$ cat src/rtl/memwb_stage.sv
// Write-back stage: latches MEM results, aligns/sign-extends load data, owns HI/LO.
// Latency: regfile port is combinational from the WB latch; HI/LO registers update one edge after WB.
// Backpressure: stall holds the latch, flush inserts a bubble and wins over stall; optional WB_HILO_BYPASS_EN.
module memwb_stage #(
    parameter int                   REG_W    = 32,
    parameter int                   ADDR_W   = 5,
    parameter logic [2*REG_W-1:0]   HILO_RST = '0
) (
    input  logic                  cpu_clk_50M,
    input  logic                  cpu_rst,
    input  logic                  stall,
    input  logic                  flush,
    input  logic [ADDR_W-1:0]     mem_wa_i,
    input  logic                  mem_wreg_i,
    input  logic                  mem_whilo_i,
    input  logic                  mem_mreg_i,
    input  logic [REG_W-1:0]      mem_dreg_i,
    input  logic [2*REG_W-1:0]    mem_dhilo_i,
    input  logic [3:0]            mem_dre_i,
    input  logic [REG_W-1:0]      dm,
    output logic [ADDR_W-1:0]     wb_wa_o,
    output logic                  wb_wreg_o,
    output logic [REG_W-1:0]      wb_wd_o,
    output logic [REG_W-1:0]      hi_o,
    output logic [REG_W-1:0]      lo_o
);

    logic [ADDR_W-1:0]   wa_q;
    logic                wreg_q;
    logic                whilo_q;
    logic                mreg_q;
    logic [REG_W-1:0]    dreg_q;
    logic [2*REG_W-1:0]  dhilo_q;
    logic [3:0]          dre_q;
    logic                fresh_q;
    logic [REG_W-1:0]    dm_q;
    logic [REG_W-1:0]    hi_q;
    logic [REG_W-1:0]    lo_q;

    logic [REG_W-1:0]    ld;
    logic [REG_W-1:0]    load_wd;

    always_ff @(posedge cpu_clk_50M or posedge cpu_rst) begin
        if (cpu_rst) begin
            wa_q    <= '0;
            wreg_q  <= 1'b0;
            whilo_q <= 1'b0;
            mreg_q  <= 1'b0;
            dreg_q  <= '0;
            dhilo_q <= '0;
            dre_q   <= '0;
        end else if (flush) begin
            wa_q    <= '0;
            wreg_q  <= 1'b0;
            whilo_q <= 1'b0;
            mreg_q  <= 1'b0;
            dreg_q  <= '0;
            dhilo_q <= '0;
            dre_q   <= '0;
        end else if (!stall) begin
            wa_q    <= mem_wa_i;
            wreg_q  <= mem_wreg_i;
            whilo_q <= mem_whilo_i;
            mreg_q  <= mem_mreg_i;
            dreg_q  <= mem_dreg_i;
            dhilo_q <= mem_dhilo_i;
            dre_q   <= mem_dre_i;
        end
    end

    // The memory word is only guaranteed valid during the first WB cycle of a load,
    // so it is snapshotted then and replayed for as long as the stage is held.
    always_ff @(posedge cpu_clk_50M or posedge cpu_rst) begin
        if (cpu_rst) begin
            fresh_q <= 1'b0;
            dm_q    <= '0;
        end else begin
            fresh_q <= !flush && !stall && mem_mreg_i;
            if (fresh_q) begin
                dm_q <= dm;
            end
        end
    end

    // A write already in WB commits even if a flush arrives on the same edge.
    always_ff @(posedge cpu_clk_50M or posedge cpu_rst) begin
        if (cpu_rst) begin
            hi_q <= HILO_RST[2*REG_W-1:REG_W];
            lo_q <= HILO_RST[REG_W-1:0];
        end else if (whilo_q) begin
            hi_q <= dhilo_q[2*REG_W-1:REG_W];
            lo_q <= dhilo_q[REG_W-1:0];
        end
    end

    assign ld = fresh_q ? dm : dm_q;

    // Memory is big-endian by address offset: offset 0 lives in ld[31:24].
    always_comb begin
        load_wd = '0;
        case (dre_q)
            4'b1111: load_wd = {ld[7:0], ld[15:8], ld[23:16], ld[31:24]};
            4'b1000: load_wd = {{(REG_W-8){ld[31]}}, ld[31:24]};
            4'b0100: load_wd = {{(REG_W-8){ld[23]}}, ld[23:16]};
            4'b0010: load_wd = {{(REG_W-8){ld[15]}}, ld[15:8]};
            4'b0001: load_wd = {{(REG_W-8){ld[7]}},  ld[7:0]};
            default: load_wd = '0;
        endcase
    end

    assign wb_wa_o   = wa_q;
    assign wb_wreg_o = wreg_q;
    assign wb_wd_o   = mreg_q ? load_wd : dreg_q;

`ifdef WB_HILO_BYPASS_EN
    assign hi_o = whilo_q ? dhilo_q[2*REG_W-1:REG_W] : hi_q;
    assign lo_o = whilo_q ? dhilo_q[REG_W-1:0]       : lo_q;
`else
    assign hi_o = hi_q;
    assign lo_o = lo_q;
`endif

endmodule

$ cat config.mk
export PLATFORM = sky130hd
export DESIGN_NAME = memwb_stage
export DESIGN_NICKNAME = d
export VERILOG_FILES = /design/src/rtl/memwb_stage.sv
export SDC_FILE = /design/constraint.sdc
export NUM_CORES = 1
export LEC_CHECK = 0
export CORE_MARGIN = 10
export CORE_UTILIZATION = 49
export DETAILED_ROUTE_END_ITERATION = 12
export GPL_ROUTABILITY_DRIVEN = 1
export PLACE_DENSITY = 0.87
export SYNTH_ARGS = -nofsm -noshare
export SYNTH_HDL_FRONTEND = slang
export SYNTH_SLANG_ARGS = --single-unit
$ cat constraint.sdc
create_clock -name cpu_clk_50M -period 8.2 [get_ports cpu_clk_50M]
set_input_delay 0.82 -clock cpu_clk_50M [delete_from_list [all_inputs] [get_ports cpu_clk_50M]]
set_output_delay 0.82 -clock cpu_clk_50M [all_outputs]
set_load 0.05 [all_outputs]
==> flow_summary.yaml <==
global_route:
  grt_pass1_wl_mm: 38.3
  grt_usage_pct: 19.6
  grt_pass1_vias: 6764
  grt_antenna_before_repair: 2
  gr-total-overflow: 0
  grt_max_degree: 123
cts:
  clkSlewWorstSetupHoldPaths_ns: 0.06
  cts_root_buf: "clkbuf_16"
  cts_tree: "built"
  htreeDepth: 1
  numCtsBuffers: 23
  clock-sinks: 205
  insertion_delay_ns: 0.51
  post_cts_buffers: 0
  clk_path_buf_depth: 3
  cts-resized-gates: 0
  ctsHoldBuffers: 0
floorplanning:
  fp.dieArea_um2: 24400
  ios: 246
  start_util_pct: 50.2
  core_area_um2: 18100
  die_x_um: 156
  die_h_um: 156
  rows: 49
logic_synthesis:
  ys_types: 27
  netlist.area_leader.share_pct: 56.5
  ys_ff_latch: 205
  synthTopCellsByArea: "dfrtp_1 56%, mux2i_1 15%, mux2_2 8.8%, nor2_1 5.8%, o22ai_2 2.8%"
  synthesis.nets: 894
  seq_area_frac_synth_pct: 56.5
  syn-instance-count: 750
  synth_top_cell_by_area: "dfrtp_1"
  synth.avg_cell_area_um2: 12.1
  synthesis.area_um2: 9080
  synth_warnings: 0
timing:
  slew_violations: 0
  rsz0062_at_grt: "false"
  relSlewSlack_pct: 23.2
  fin_tns_setup_ns: 0
  finalCritPeriodShare_pct: 55.9
  finalSetupViolations: 0
  post-route-min-period_ns: 4.59
  fmax_mhz: 218
  worst_pin_slew_ns: 1.15
  fin_skew_ns: 0.0187
  hold_viol: 0
pwr:
  ir_worst_vdd_v: 0.000184
  p_int_w: 0.00200
  powerDensity_nw_per_um2: 231
  p_seq_share_pct: 40.7
  p_sw_w: 0.000856
  switching_share_pct: 30.0
  p_leak_nw: 5.70
  combPwrFrac_pct: 23.8
  p_clk_share_pct: 35.5
setup_path:
  r2r-end: "lo_o[16]"
  reg2reg_depth: 2
  cp_data_required_time_ns: 7.38
  crit_fanout: 26
  path_buf_inv: 1
  cp-end-kind: "output pin"
  worstReg2RegStart: "whilo_q"
  crit_path_start: "dre_q[2]"
  cpPeakStageDelay_ns: 0.93
  worstPathCellList: "nand4_1 -> nand2_1 -> a211oi_1 -> o22ai_1 -> clkdlybuf4s50_1"
  crit_arrival_ns: 3.77
  cp-start-kind: "flip-flop"
  slowest_stage: "nand4_1"
  r2r_slack_ns: 6.57
  worstSetupPathType: "reg2out"
  cpLargestDelayFamily: "simple AND/OR/NAND/NOR gates"
final_layout:
  nNetsFinal: 1116
  fin_util_pct: 68.3
  multiInputGateArea_um2: 3450
  drive_gt1_share_pct: 16.3
  layout.cells.non_filler: 1219
  syn_to_final_growth_pct: 36.0
  n_fill_cell: 1365
  seq_area_um2: 5130
min_path:
  hold_path_class: "reg2reg"
  min_from: "dhilo_q[49]"
  min_path_cells: 1
  min_to: "hi_o[17]"
route:
  avgViaCountPerCell: 5.23
  vias: 6376
  postRouteAntennaNets: 0
  drtIter0Drc: 333
  drc: 0
  avgRoutedWirePerCell_um: 20.1
  finalWirelength_mm: 24.5
  dr.pass1.iters: 4
placement:
  port_buffers: 245
  place_inst: 1176
  gp_congestion: 0.830
  dp.final_hpwl_mm: 17.3
run:
  cap_viol_max_count: 0
run_status:
  outcome: "finished, final reports clean"
[final cells by class]
cell class	count	area share, %
Inverter	59	1.85
Clock buffer	35	5.59
Tap cell	229	2.32
Multi-Input combinational cell	432	27.9
Sequential cell	205	41.5
Timing Repair Buffer	251	20.2
Clock inverter	7	0.577
Antenna cell	1	0.0203
[worst max path at each step]
| stage | to | slack (ns) | cells past startpoint |
|---|---|---|---|
| finish | wb_wd_o[6] | 3.61 | 5 |
| global route | wb_wd_o[5] | 3.40 | 5 |
| CTS | wb_wd_o[6] | 3.60 | 5 |
| detailed placement | wb_wd_o[7] | 3.97 | 6 |
| global placement | wb_wd_o[31] | 4.03 | 6 |
| floorplan | dhilo_q[0] | 1.78 | 1 |
[worst register-to-register path: stages (launching register included)]
cell     delay [ns]
dfrtp_2        0.34
buf_4          0.68
mux2_2         0.48
[Yosys cell counts]
cell        n
dfrtp_1   205
nor2_1    140
mux2i_1   132
mux2_2     71
inv_1      59
clkbuf_1   28
nor3_2     20
o22ai_2    20
o22ai_1    19
buf_1       9
buf_2       9
a211oi_1    7
nor3_1      6
buf_6       5
or4b_1      4
buf_12      2
nand2_1     2
o21ai_0     2
o22ai_4     2
a21bo_2     1
a21oi_1     1
and3_1      1
buf_4       1
nand2b_1    1
nand4_1     1
o211ai_1    1
xor2_1      1
[routing by layer]
layer	vias up	track usage, %	wire [um]
li1	2971	-	-
met1	3143	24.3	9690
met2	220	31.4	11500
met3	40	8.13	2770
met4	2	4.54	464
met5	-	0	18
[registers in the layout, summed over array words and instances, names as in the netlist]
signal	count
dhilo_q	64
dm_q	32
dreg_q	32
hi_o	32
lo_o	32
wb_wa_o	5
dre_q	4
fresh_q	1
mreg_q	1
wb_wreg_o	1
whilo_q	1
[power groups by stage]
stage / clock network, W / registers (W) / logic, W
CTS: 0.00104 / 0.00116 / 0.000686
global route: 0.00108 / 0.00118 / 0.000721
detailed placement: 0 / 0.00118 / 0.000683
floorplan: 0 / 0.00134 / 0.000279
finish: 0.00102 / 0.00116 / 0.000679
global placement: 0 / 0.00118 / 0.000673
[logic make-up after synthesis]
group | count (synthesis) | synth area share [%]
DFF | 205 | 56.5
buffers and inverters | 113 | 5.61
AOI/OAI and AO/OA | 53 | 5.44
muxes | 203 | 23.3
and+or+nand+nor | 175 | 9.05
xor gates and xnor gates | 1 | 0.0964
[cell usage in the layout (no fill, tap or decap), types with 7 or more instances in the layout]
cell type        netlist  final
o22ai_1               19     19
o22ai_2               20     20
dfrtp_1              205    204
clkbuf_8               0      7
mux2i_1              132    132
mux2_2                71     71
clkdlybuf4s50_1        0    243
nor3_2                20     20
buf_4                  1      7
nor2_1               140    140
a211oi_1               7      7
inv_1                 59     58
clkbuf_16              0     23
[through the flow]
step	worst slack, ns	hold slack [ns]	instance area, um2	power [W]
finish	3.61	0.498	12400	0.00286
global route	3.40	0.513	12400	0.00298
detailed placement	3.97	0.487	11600	0.00186
global placement	4.03	0.482	11600	0.00185
floorplan	1.78	0.466	9080	0.00162
CTS	3.60	0.501	12400	0.00289
Power figures use the tool's default switching activity.
